File: src/rtl/wb_reg_bridge_pkg.sv
// wb_reg_bridge_pkg: FSM state type, default constants and counter sizing for the bridge
package wb_reg_bridge_pkg;
  typedef enum logic [1:0] {IDLE, ACCESS, RESP, DRAIN} state_e;
  localparam int TMO_CYC_DEF = 255;
  localparam logic [31:0] ERR_DATA_DEF = 32'hFFFF_FFFF;
  localparam int CNT_W_DEF = $clog2(TMO_CYC_DEF + 1);
  function automatic int cnt_w(input int tmo);
    return $clog2(tmo + 1);
  endfunction
endpackage

File: src/rtl/wb_reg_bridge.sv
// wb_reg_bridge: Wishbone-classic slave to single-outstanding register-bus master with timeout
module wb_reg_bridge
  import wb_reg_bridge_pkg::*;
#(
  parameter int AW = 11,
  parameter int DW = 32,
  parameter int TMO_CYC = TMO_CYC_DEF,
  parameter logic [DW-1:0] ERR_DATA = ERR_DATA_DEF
) (
  input  logic          app_clk,
  input  logic          reset_n,
  input  logic          wbs_cyc_i,
  input  logic          wbs_stb_i,
  input  logic [AW-1:0] wbs_adr_i,
  input  logic          wbs_we_i,
  input  logic [DW-1:0] wbs_dat_i,
  input  logic [DW/8-1:0] wbs_sel_i,
  output logic [DW-1:0] wbs_dat_o,
  output logic          wbs_ack_o,
  output logic          wbs_err_o,
  output logic          reg_cs,
  output logic          reg_wr,
  output logic [AW-1:0] reg_addr,
  output logic [DW-1:0] reg_wdata,
  output logic [DW/8-1:0] reg_be,
  input  logic [DW-1:0] reg_rdata,
  input  logic          reg_ack,
  input  logic          reg_err,
  output logic          tmo_pulse
);
  localparam int CW = (cnt_w(TMO_CYC) > CNT_W_DEF) ? cnt_w(TMO_CYC) : cnt_w(TMO_CYC);
  localparam logic [CW-1:0] TMO_LAST = CW'(TMO_CYC - 1);
  localparam logic [CW-1:0] CNT_MAX = '1;
  state_e state_q, state_d;
  logic [CW-1:0] cnt_q, cnt_d;
  logic cs_q, cs_d, wr_q, wr_d, perr_q, perr_d, abort_q, abort_d, tmo_q, tmo_d;
  logic [AW-1:0] addr_q, addr_d;
  logic [DW-1:0] wdata_q, wdata_d, dat_q, dat_d;
  logic [DW/8-1:0] be_q, be_d;
  logic done_ack, done_tmo, abort;
  // next-state: capture in IDLE, wait for ack or timeout in ACCESS, one response/drain cycle
  always_comb begin
    state_d = state_q;
    cnt_d = cnt_q;
    cs_d = cs_q;
    wr_d = wr_q;
    addr_d = addr_q;
    wdata_d = wdata_q;
    be_d = be_q;
    dat_d = dat_q;
    perr_d = perr_q;
    abort_d = abort_q;
    tmo_d = 1'b0;
    done_ack = state_q == ACCESS && reg_ack;
    done_tmo = state_q == ACCESS && !reg_ack && cnt_q == TMO_LAST;
    abort = abort_q | ~wbs_cyc_i;
    case (state_q)
      IDLE: if (wbs_cyc_i && wbs_stb_i) begin
        state_d = ACCESS;
        cnt_d = '0;
        cs_d = 1'b1;
        wr_d = wbs_we_i;
        addr_d = wbs_adr_i;
        wdata_d = wbs_dat_i;
        be_d = wbs_sel_i;
        abort_d = 1'b0;
      end
      ACCESS: begin
        cnt_d = (reg_ack || cnt_q == CNT_MAX) ? cnt_q : cnt_q + 1'b1;
        abort_d = abort;
        if (done_ack || done_tmo) begin
          state_d = abort ? DRAIN : RESP;
          cs_d = 1'b0;
          perr_d = done_ack ? reg_err : 1'b1;
          tmo_d = done_tmo;
          dat_d = abort ? dat_q : wr_q ? '0 : done_ack ? reg_rdata : ERR_DATA;
        end
      end
      default: state_d = IDLE;
    endcase
  end
  // state and request registers, cleared asynchronously
  always_ff @(posedge app_clk or negedge reset_n) begin
    if (!reset_n) begin
      state_q <= IDLE;
      cnt_q <= '0;
      cs_q <= 1'b0;
      wr_q <= 1'b0;
      addr_q <= '0;
      wdata_q <= '0;
      be_q <= '0;
      dat_q <= '0;
      perr_q <= 1'b0;
      abort_q <= 1'b0;
      tmo_q <= 1'b0;
    end else begin
      state_q <= state_d;
      cnt_q <= cnt_d;
      cs_q <= cs_d;
      wr_q <= wr_d;
      addr_q <= addr_d;
      wdata_q <= wdata_d;
      be_q <= be_d;
      dat_q <= dat_d;
      perr_q <= perr_d;
      abort_q <= abort_d;
      tmo_q <= tmo_d;
    end
  end
  assign wbs_ack_o = state_q == RESP && !perr_q;
  assign wbs_err_o = state_q == RESP && perr_q;
  assign wbs_dat_o = dat_q;
  assign reg_cs = cs_q;
  assign reg_wr = wr_q;
  assign reg_addr = addr_q;
  assign reg_wdata = wdata_q;
  assign reg_be = be_q;
  assign tmo_pulse = tmo_q;
endmodule

File: config.mk
export PLATFORM = sky130hd
export DESIGN_NAME = wb_reg_bridge
export DESIGN_NICKNAME = d
export VERILOG_FILES = /design/src/rtl/wb_reg_bridge_pkg.sv /design/src/rtl/wb_reg_bridge.sv
export SDC_FILE = /design/constraint.sdc
export NUM_CORES = 1
export LEC_CHECK = 0
export BUFFER_PORTS_ARGS = -buffer_cell sky130_fd_sc_hd__clkbuf_2
export CAP_MARGIN = 20
export CORE_MARGIN = 2
export CORE_UTILIZATION = 45
export DETAILED_ROUTE_END_ITERATION = 6
export HOLD_SLACK_MARGIN = 0.05
export PLACE_DENSITY = 0.76
export SLEW_MARGIN = 20
export SYNTH_ARGS = -nofsm -noshare
export SYNTH_HDL_FRONTEND = slang
export SYNTH_SLANG_ARGS = --single-unit
File: constraint.sdc
create_clock -name app_clk -period 1.97 [get_ports app_clk]
set_input_delay 0.2955 -clock app_clk [delete_from_list [all_inputs] [get_ports app_clk]]
set_output_delay 0.2955 -clock app_clk [all_outputs]
set_load 0.01 [all_outputs]
==> metrics.cfg <==
[pwr]
power_density_nw_per_um2 = 1461
switching_share_pct = 36.84
pwr-share-comb_pct = 38.2
vdd_drop_max_v = 0.0006461
pwr-share-clk_pct = 16.8
p_int_uw = 4786
seq_power_share_pct = 45.0
p_sw_uw = 2792
p_total_uw = 7577
leakagePower_uw = 0.002834

[timing]
fmaxAchievable_mhz = 583.8
tightestPinTransition_ns = 0.6887
setup_viol = 0
fin_crit_ns = 1.713
slew_violations = 0
final.period_utilization_pct = 86.96
setup_tns_ns = 0
slew_headroom_pct = 54.09
fin_hold_ws_ns = 0.1295
rsz0062_at_grt = no
fin_skew_ns = 0.01039
hold_viol_final = 0

[global_route]
grt_use_total_pct = 19.25
globalRouteOverflowTotal = 0
grt_max_degree = 56
antenna_found_initial = 0
grt_pass1_wl_um = 15080
grt_pass1_vias = 3232

[synth]
synth_top_family_by_area = simple AND/OR/NAND/NOR gates
yosys_warnings = 0
yosys.area_share.xor_xnor_pct = 0.2190
synth_most_common_cell = nand2_1
async_flop_share_pct = 100.0
yosys-mux-area-fraction_pct = 0.5006
synth_fa_ha_area_share_pct = 0.6258
synth_edf_count = 0
synthCells = 380
ys_seq_elements = 94
netlist.area_leader.share_pct = 58.82
synth_ff_type = dfrtp_1
synthSimpleGateAreaFrac_pct = 21.06
yosysTopAreaCell = dfrtp_1
synth.net_count = 468
post_synth_num_cell_types = 35
synthTopCellsByCount = nand2_1, dfrtp_1, nor2_1
yosys-top-cells-area = dfrtp_1, nand2_1, o2bb2ai_2
yosysSeqAreaShare_pct = 58.82
avgSynthCellArea_um2 = 10.52
synthesis.area_um2 = 3999
synth_compound_area_share_pct = 15.30

[floorplanning]
die_area_um2 = 9656
start_util_pct = 46.08
coreArea_um2 = 8678
rows = 34
die_w_um = 98.27
die_h_um = 98.27
ios = 170

[detailed_routing]
first_pass_iters = 4
drt-initial-drc-count = 87
ant_nets = 0
vias_per_cell = 4.928
via_count = 3272
wl_um = 9033
avgRoutedWirePerCell_um = 13.60
drc = 0

[layout]
drive_gt1_share_pct = 41.73
nets = 639
fin_cells = 664
diodes = 0
area_growth_pct = 29.69
fillers = 716

[clock_tree]
cts_resized = 0
clk_pin_slew_ns = 0.09
cts_tree = built
cts.sinks = 94
clockBufferDepth = 2
clock_latency_ns = 0.35
htreeDepth = 3
cts_buffers = 9
root_buffer = clkbuf_8

[critical_path]
cp_max_fo = 5
crit_path_end_kind = flop
cp-start-kind = flop
worstSetupPathType = reg -> reg
cp.required_ns = 2.21
cp.arrival_ns = 1.95

[place]
dpl.hpwl_um = 6683
place_congestion = 0.8235
dp_cells = 647
portBuffers = 169

[worst_hold_path]
min-delay-path-class = in -> reg

[run]
drv_cap = 0

[run_status]
status = finished clean

-- through the flow --
step	area, um2	utilization [%]	worst slack (ns)
2_1_floorplan	3999	-	0.4132
3_3_place_gp	4977	57.35	0.3468
3_5_place_dp	4977	57.35	0.2563
4_1_cts	5186	59.76	0.2456
5_1_grt	5186	59.76	0.1164
6_report	5186	59.76	0.2570
-- logic make-up (layout without fill, tap and decap cells) --
logic type / after synthesis / in the layout
AO/OA/AOI/OAI: 53 / 53
XOR/XNOR: 1 / 1
adder cells (fa/ha/maj): 2 / 2
buffers and inverters: 23 / 199
flip-flops: 94 / 94
multiplexers: 2 / 2
AND/OR/NAND/NOR: 205 / 205
-- worst max-delay path, stage by stage (launching register included) --
cell      delay, ns
dfrtp_1        0.43
ha_1           0.25
and3_1         0.25
a211oi_2       0.36
nand4_1        0.17
mux2i_1        0.14
-- state kept, by name (all words and copies together), names as in the netlist --
register and cells:
state_q 2, perr_q 1, reg_addr 11, cnt_q 8, wbs_dat_o 32, reg_be 4, reg_wdata 32, abort_q 1
tmo_pulse 1, reg_wr 1, reg_cs 1
-- cell type report --
class                           instances  area, um2  area share (%)
Clock buffer                           11      141.4           2.726
Tap cell                              108      135.1           2.606
Clock inverter                          5      57.56           1.110
Inverter                                2      7.507          0.1448
Sequential cell                        94       2352           45.36
Timing Repair Buffer                  181      978.4           18.87
Multi-Input combinational cell        263       1514           29.19
-- timing repair --
action | 4_1_cts | 5_1_grt
hold buffers | 1 | 0
endpoints found under the hold margin | 50 | 0
setup buffers | 0 | 0
-- cells in the final DEF (no fill, tap or decap), types with 4 or more instances in the layout --
cell type,netlist,final
clkbuf_8,0,10
dfrtp_1,94,94
nand2_1,149,149
clkbuf_2,0,168
o2bb2ai_2,30,30
nor2_1,33,33
o21a_1,4,4
buf_4,0,9
a21oi_1,7,7
nand3_1,4,4
-- final timing paths --
kind | startpoint | to | slack [ns] | cells after the start
setup / recovery | cnt_q[0]$_DFFE_PN0P_ | cnt_q[5]$_DFFE_PN0P_ | 0.26 | 5
hold / removal | wbs_dat_i[2] | reg_wdata[2]$_DFFE_PN0P_ | 0.13 | 3
setup reg to reg | cnt_q[0]$_DFFE_PN0P_ | cnt_q[5]$_DFFE_PN0P_ | 0.26 | 5
hold reg to reg | cnt_q[7]$_DFFE_PN0P_ | cnt_q[7]$_DFFE_PN0P_ | 0.48 | 1
max in group asynchronous | reset_n | reg_wdata[26]$_DFFE_PN0P_ | 0.82 | 3
min in group asynchronous | reset_n | wbs_dat_o[12]$_DFFE_PN0P_ | 0.52 | 2
-- routing by layer --
metal / vias to the layer above / wire length (um) / track usage [%]
met5: - / 0 / 0
met4: 0 / 145 / 7.903
met3: 14 / 758 / 6.013
met2: 138 / 4065 / 30.19
met1: 1521 / 4063 / 25.00
li1: 1599 / - / -
-- power groups by stage --
| stage | sequential (uW) | combinational, uW | clock [uW] |
|---|---|---|---|
| after floorplan | 3710 | 1380 | 0 |
| after global placement | 3400 | 2850 | 0 |
| after detailed placement | 3430 | 2950 | 0 |
| after CTS | 3420 | 2950 | 1320 |
| after global routing | 3530 | 3200 | 1410 |
| final | 3410 | 2900 | 1270 |
No activity file was read; power rests on OpenSTA's default activity.
